**src/rtl/alu_serial_seq_if.sv**
```systemverilog
`default_nettype none
// ============================================================================
//  Module      : alu_serial_seq_if
//  Description : Request/response bus between the execute stage (master) and
//                the bit-serial ALU sequencer (slave).
//  Revision    : 1.0 - initial release
// ============================================================================
interface alu_serial_seq_if #(
  parameter int WIDTH = 16
);
  logic             start;
  logic [3:0]       alu_ctl;
  logic [WIDTH-1:0] opa;
  logic [WIDTH-1:0] opb;
  logic             busy;
  logic             done;
  logic [WIDTH-1:0] result;
  logic             zero;
  logic             carry_out;
  logic             overflow;
  logic             bad_op;

  modport master (
    output start, alu_ctl, opa, opb,
    input  busy, done, result, zero, carry_out, overflow, bad_op
  );

  modport slave (
    input  start, alu_ctl, opa, opb,
    output busy, done, result, zero, carry_out, overflow, bad_op
  );
endinterface
`default_nettype wire

```
**src/rtl/alu_serial_seq.sv**
```systemverilog
`default_nettype none
// ============================================================================
//  Module      : alu_serial_seq
//  Description : Bit-serial sequencer driving a single combinational alu_1bit
//                slice one bit per clock, LSB first, with internal carry
//                chaining and final result/flag assembly.
//  Revision    : 1.0 - initial release
// ============================================================================
module alu_serial_seq #(
  parameter int WIDTH = 16
) (
  input  wire logic       clk,
  input  wire logic       reset,
  alu_serial_seq_if.slave bus,
  output logic            slice_a,
  output logic            slice_b,
  output logic            slice_ainvert,
  output logic            slice_binvert,
  output logic            slice_cin,
  output logic [1:0]      slice_aluop,
  input  wire logic       slice_rez,
  input  wire logic       slice_cout
);

  localparam int              c_kw   = (WIDTH > 1) ? $clog2(WIDTH) : 1;
  localparam logic [c_kw-1:0] c_last = c_kw'(WIDTH - 1);
  localparam logic [c_kw-1:0] c_one  = c_kw'(1);

  // Supported {ainvert, binvert, aluop} codes
  localparam logic [3:0] c_and = 4'b0000;
  localparam logic [3:0] c_or  = 4'b0001;
  localparam logic [3:0] c_add = 4'b0010;
  localparam logic [3:0] c_sub = 4'b0110;
  localparam logic [3:0] c_nor = 4'b1100;
  localparam logic [3:0] c_slt = 4'b0111;

  typedef enum logic [1:0] {
    IDLE = 2'd0,
    RUN  = 2'd1,
    DONE = 2'd2
  } state_t;

  state_t           r_state;
  state_t           w_state_next;

  logic [WIDTH-1:0] r_a;
  logic [WIDTH-1:0] r_b;
  logic [3:0]       r_ctl;
  logic [c_kw-1:0]  r_k;
  logic [WIDTH-1:0] r_res;
  logic             r_carry;

  logic [WIDTH-1:0] r_result;
  logic             r_zero;
  logic             r_carry_out;
  logic             r_overflow;
  logic             r_bad_op;

  logic             w_accept;
  logic             w_last;
  logic             w_is_slt;
  logic             w_is_arith;
  logic             w_valid;
  logic [WIDTH-1:0] w_res_full;
  logic [WIDTH-1:0] w_final;

  assign w_accept   = (r_state == IDLE) && bus.start;
  assign w_last     = (r_k == c_last);
  assign w_is_slt   = (r_ctl == c_slt);
  assign w_is_arith = (r_ctl == c_add) || (r_ctl == c_sub);
  assign w_valid    = (r_ctl == c_and) || (r_ctl == c_or) || (r_ctl == c_nor) ||
                      w_is_arith || w_is_slt;

  // State register
  always_ff @(posedge clk or posedge reset) begin
    if (reset) begin
      r_state <= IDLE;
    end else begin
      r_state <= w_state_next;
    end
  end

  // Next-state logic and slice drives; the slice is idle outside RUN
  always_comb begin
    w_state_next  = r_state;
    slice_a       = 1'b0;
    slice_b       = 1'b0;
    slice_ainvert = 1'b0;
    slice_binvert = 1'b0;
    slice_cin     = 1'b0;
    slice_aluop   = 2'b00;
    case (r_state)
      IDLE: begin
        if (bus.start) begin
          w_state_next = RUN;
        end
      end
      RUN: begin
        slice_a       = r_a[r_k];
        slice_b       = r_b[r_k];
        slice_ainvert = r_ctl[3];
        slice_binvert = r_ctl[2];
        // SLT runs as a subtract; any other aluop=11 is an unsupported code
        // and is driven as AND so the slice never sees the 'less' select.
        if (r_ctl[1:0] == 2'b11) begin
          slice_aluop = w_is_slt ? 2'b10 : 2'b00;
        end else begin
          slice_aluop = r_ctl[1:0];
        end
        // Bit 0 takes binvert as carry-in so SUB/SLT get the +1 of two's complement
        slice_cin = (r_k == '0) ? r_ctl[2] : r_carry;
        if (w_last) begin
          w_state_next = DONE;
        end
      end
      DONE: begin
        w_state_next = IDLE;
      end
      default: begin
        w_state_next = IDLE;
      end
    endcase
  end

  // Final-bit result assembly; during the MSB cycle slice_cin is the carry
  // into the MSB, slice_cout the final carry and slice_rez the sign bit.
  always_comb begin
    w_res_full            = r_res;
    w_res_full[WIDTH-1]   = slice_rez;
    w_final               = '0;
    if (w_valid) begin
      if (w_is_slt) begin
        w_final[0] = slice_rez ^ (slice_cin ^ slice_cout);
      end else begin
        w_final = w_res_full;
      end
    end
  end

  // Operand capture, bit-serial accumulation and result/flag registers
  always_ff @(posedge clk or posedge reset) begin
    if (reset) begin
      r_a         <= '0;
      r_b         <= '0;
      r_ctl       <= '0;
      r_k         <= '0;
      r_res       <= '0;
      r_carry     <= 1'b0;
      r_result    <= '0;
      r_zero      <= 1'b0;
      r_carry_out <= 1'b0;
      r_overflow  <= 1'b0;
      r_bad_op    <= 1'b0;
    end else if (w_accept) begin
      r_a         <= bus.opa;
      r_b         <= bus.opb;
      r_ctl       <= bus.alu_ctl;
      r_k         <= '0;
      r_res       <= '0;
      r_carry     <= 1'b0;
      r_result    <= '0;
      r_zero      <= 1'b0;
      r_carry_out <= 1'b0;
      r_overflow  <= 1'b0;
      r_bad_op    <= 1'b0;
    end else if (r_state == RUN) begin
      r_res[r_k] <= slice_rez;
      r_carry    <= slice_cout;
      r_k        <= r_k + c_one;
      if (w_last) begin
        r_result    <= w_final;
        r_zero      <= (w_final == '0);
        r_carry_out <= w_is_arith & slice_cout;
        r_overflow  <= w_is_arith & (slice_cin ^ slice_cout);
        r_bad_op    <= ~w_valid;
      end
    end
  end

  assign bus.busy      = (r_state != IDLE);
  assign bus.done      = (r_state == DONE);
  assign bus.result    = r_result;
  assign bus.zero      = r_zero;
  assign bus.carry_out = r_carry_out;
  assign bus.overflow  = r_overflow;
  assign bus.bad_op    = r_bad_op;

endmodule
`default_nettype wire

```
**src/flat_wrapper.sv**
```systemverilog
// flat-port wrapper written by rule: the top's interface ports become plain ports
module alu_serial_seq_flat 
#(
  parameter int WIDTH = 16
)
  (clk, reset, slice_a, slice_b, slice_ainvert, slice_binvert, slice_cin, slice_aluop, slice_rez, slice_cout, bus_start, bus_alu_ctl, bus_opa, bus_opb, bus_busy, bus_done, bus_result, bus_zero, bus_carry_out, bus_overflow, bus_bad_op);
  alu_serial_seq_if #(.WIDTH(WIDTH)) bus_i ();
  input  wire logic clk;
  input  wire logic reset;
  output logic slice_a;
  output logic slice_b;
  output logic slice_ainvert;
  output logic slice_binvert;
  output logic slice_cin;
  output logic [1:0] slice_aluop;
  input  wire logic slice_rez;
  input  wire logic slice_cout;
  input wire logic [$bits(bus_i.start)-1:0] bus_start;
  input wire logic [$bits(bus_i.alu_ctl)-1:0] bus_alu_ctl;
  input wire logic [$bits(bus_i.opa)-1:0] bus_opa;
  input wire logic [$bits(bus_i.opb)-1:0] bus_opb;
  output wire logic [$bits(bus_i.busy)-1:0] bus_busy;
  output wire logic [$bits(bus_i.done)-1:0] bus_done;
  output wire logic [$bits(bus_i.result)-1:0] bus_result;
  output wire logic [$bits(bus_i.zero)-1:0] bus_zero;
  output wire logic [$bits(bus_i.carry_out)-1:0] bus_carry_out;
  output wire logic [$bits(bus_i.overflow)-1:0] bus_overflow;
  output wire logic [$bits(bus_i.bad_op)-1:0] bus_bad_op;
  assign bus_i.start = bus_start;
  assign bus_i.alu_ctl = bus_alu_ctl;
  assign bus_i.opa = bus_opa;
  assign bus_i.opb = bus_opb;
  assign bus_busy = bus_i.busy;
  assign bus_done = bus_i.done;
  assign bus_result = bus_i.result;
  assign bus_zero = bus_i.zero;
  assign bus_carry_out = bus_i.carry_out;
  assign bus_overflow = bus_i.overflow;
  assign bus_bad_op = bus_i.bad_op;
  alu_serial_seq #(.WIDTH(WIDTH)) u_core (.clk(clk), .reset(reset), .bus(bus_i), .slice_a(slice_a), .slice_b(slice_b), .slice_ainvert(slice_ainvert), .slice_binvert(slice_binvert), .slice_cin(slice_cin), .slice_aluop(slice_aluop), .slice_rez(slice_rez), .slice_cout(slice_cout));
endmodule
```
**config.mk**
```make
export PLATFORM = sky130hd
export DESIGN_NAME = alu_serial_seq_flat
export DESIGN_NICKNAME = d
export VERILOG_FILES = /design/src/rtl/alu_serial_seq_if.sv /design/src/rtl/alu_serial_seq.sv /design/src/flat_wrapper.sv
export SDC_FILE = /design/constraint.sdc
export NUM_CORES = 1
export LEC_CHECK = 0
export ABC_AREA = 1
export CAP_MARGIN = 30
export CELL_PAD_IN_SITES_DETAIL_PLACEMENT = 1
export CELL_PAD_IN_SITES_GLOBAL_PLACEMENT = 1
export CORE_ASPECT_RATIO = 1.4
export CORE_MARGIN = 2
export CORE_UTILIZATION = 40
export CTS_BUF_LIST = sky130_fd_sc_hd__clkbuf_8
export DETAILED_ROUTE_END_ITERATION = 8
export GPL_TIMING_DRIVEN = 0
export PLACE_DENSITY_LB_ADDON = 0.1
export SYNTH_ARGS = -nofsm -noshare
export SYNTH_HDL_FRONTEND = slang
export SYNTH_SLANG_ARGS = --single-unit
```
**constraint.sdc**
```tcl
create_clock -name clk -period 2.9 [get_ports clk]
set_input_delay 0.29 -clock clk [delete_from_list [all_inputs] [get_ports clk]]
set_output_delay 0.29 -clock clk [all_outputs]
set_load 0.02 [all_outputs]
```
==> metrics.md <==
| Metric | Value |
|---|---|
| Result of the run | `completed` |
| RD Place Congestion | `0.737` |
| Htree depth | `3` |
| CP max FO | `11` |
| Max-Cap Viols | `0` |
| DRC Markers | `0` |
| Synthesized flop and latch total | `78` |
| M1 WL | `approximately 4000 µm` |
| Total number of vias | `about 3400` |
| Antenna violations before repair | `0` |
| Initial drt markers | `121` |
| Final hold vios | `0` |
| Routed wl met3 | `between 300 and 400 µm` |
| Most frequent cells in the layout | `nand2_1, dfrtp_1, clkdlybuf4s50_1` |
| Num CTS Buffers | `9` |
| Num rows | `42` |
| # diodes | `0` |
| Slew @ Worst Pin | `506 ps` |
| Core region area | `approximately 0.0094 mm²` |
| Share of the synthesized area in the top cell type | `between 50 and 60%` |
| CTS root buffer | `clkbuf_8` |
| Slew HR | `between 60% and 70%` |
| Final WL | `around 10000 µm` |
| Post-synthesis sequential area ratio | `between 50% and 60%` |
| Synth Instances | `between 400 and 500` |
| Max Used Layer | `met4` |
| Skew final | `8.80 ps` |
| Synth area leaders | `dfrtp_1, nand2_1, o21ai_0` |
| Post-CTS Hold Fix Bufs | `0` |
| Fin crit share | `between 90% and 100%` |
| Vias per inst | `~5.0` |
| YS warnings | `0` |
| Final-layout fill cell count | `about 1100` |
| Clock Tree Buf Depth | `2` |
| Clk sinks | `just under 80` |
| Hold Path Class | `in -> async` |
| DP HPWL | `roughly 7700 µm` |
| Die Height | `between 100 and 150 µm` |
| Post-Syn Area | `slightly below 0.004 mm²` |
| CP startpoint kind | `flop` |
| Share of synthesized registers carrying an async set or reset | `100%` |
| Die span in x | `87.1 µm` |
| Met2 WL | `between 5000 and 6000 µm` |
| Initial Utilization | `between 40% and 50%` |
| F_max | `366 MHz` |
| Syn-to-layout area delta | `27.7%` |
| Clk Latency, worst-skew pair | `approximately 370 ps` |
| Core Util, Final | `a little over half` |
| Port Buffer Count | `around 70` |
| Commonest non-fill, non-tap cell in the layout | `nand2_1` |
| Slew Limit Fails | `0` |
| Power after layout | `just over 0.005 W` |
| Worst setup EP type | `output port` |
| Worst-path clk slew | `about 80 ps` |
| Synthesized area per cell | `about 8 µm²` |
| Largest net degree at the start of global routing | `57` |
| Pwr per Cell Area | `around 1000 mW/mm²` |
| Pre-antenna DRT Iters | `4` |
| Nets@finish | `between 600 and 700` |
| Final min period | `2730 ps` |
| Die area | `roughly 0.010 mm²` |
| Syn_nets | `~520` |
| Peak supply drop | `between 0.5 and 0.6 mV` |
| CP Class | `reg -> out` |
| IO Count | `70` |
| Remaining global-route overflow | `0` |
| CTS resizes | `6` |
| Post-CTS setup buffer count | `0` |
| Synth area leader | `dfrtp_1` |
| Wirelength per Cell | `around 15 µm` |
| Crit path launch | `u_core.r_k[0]` |
| CTS tree | `yes` |
| Reg area | `around 0.0020 mm²` |
| CP required | `2610 ps` |
| All-Layer GR Usage | `approximately a fifth` |
| RSZ-0062 raised after global routing | `no` |
| Multi-input gate area | `approximately 0.0016 mm²` |
| R2r startpoint | `u_core.r_k[0]` |
| First-pass GRT wire length | `between 15000 and 20000 µm` |
| Post-synth EDFFs | `0` |
| Final setup viols | `0` |
| Vias in the first global route | `roughly 3600` |
| Post-route ant nets | `0` |
| Share of post-route cells with drive strength above 1 | `9.96%` |
| Worst path arrival time | `approximately 2400 ps` |
| Top_reg_cell synth | `dfrtp_1` |
| Netlist cell types | `30` |
| Static Leak | `about 2.5 nW` |
[synthesized netlist by cell type (6+ instances only)]
cell,instances
a21oi_1,10
a32o_1,12
buf_2,7
clkbuf_1,8
dfrtp_1,78
inv_1,54
nand2_1,152
nand3_1,9
nor2_1,37
nor2_2,6
o21ai_0,63
o22ai_1,7
[cell families after synthesis]
| group | after synthesis | share of synthesized area, % |
|---|---|---|
| AO/OA/AOI/OAI | 101 | 15.6 |
| buffers and inverters | 78 | 8.94 |
| AND/OR/NAND/NOR | 215 | 23.6 |
| adder cells (fa/ha/maj) | 4 | 1.30 |
| flip-flops | 78 | 50.5 |
[registers in the layout (all words and copies together) (netlist names), 2 cells and up]
name and cells:
u_core.r_state 2, u_core.r_ctl 4, u_core.r_res 15, u_core.r_k 4, u_core.bus.result 16, u_core.r_a 16, u_core.r_b 16
[layout make-up]
type,count,area share (%)
Buffer,21,2.79
Clock buffer,11,3.07
Sequential cell,78,39.6
Multi-Input combinational cell,320,31.8
Clock inverter,5,0.990
Timing Repair Buffer,70,14.6
Inverter,57,4.39
Tap cell,110,2.79
[where the power goes]
| part | switching (W) | internal [W] |
|---|---|---|
| registers | 0.000241 | 0.00150 |
| logic | 0.00154 | 0.000938 |
| clock network | 0.000409 | 0.000437 |
[critical path, cell delays in order, from the launching register on]
cell and delay (ps):
dfrtp_1 430, inv_2 170, clkbuf_4 240, ha_2 250
nand2_1 110, nand2_1 100, nand3_1 110, inv_1 80
clkdlybuf4s50_1 590
[worst paths after layout]
check	to	slack, ps	cells after the start
min in group clk	u_core.r_b[15]	450	3
hold reg to reg	u_core.r_a[13]	480	2
max in group asynchronous	u_core.bus.overflow	2090	3
setup / recovery	slice_cin	170	8
setup reg to reg	u_core.bus.result[0]	930	12
hold / removal	u_core.r_res[10]	230	2
[stage by stage]
step | cell area [µm²] | hold WS [ps] | setup slack (ps) | TNS [ps] | cells
after floorplan | 3860 | 400 | 615 | 0 | 476
after global placement | 4690 | 459 | -709 | -54930 | 655
after detailed placement | 4720 | 464 | 172 | 0 | 656
after CTS | 4930 | 233 | 87.3 | 0 | 672
after global routing | 4930 | 272 | 5.89 | 0 | 672
final | 4930 | 230 | 166 | 0 | 672
[layer usage]
| layer | global-route usage, % | up-vias |
|---|---|---|
| met4 | 7.81 | 0 |
| met1 | 23.7 | 1627 |
| met5 | 0 | - |
| met2 | 39.4 | 62 |
| li1 | - | 1678 |
| met3 | 3.55 | 14 |
Power figures use the tool's default switching activity.
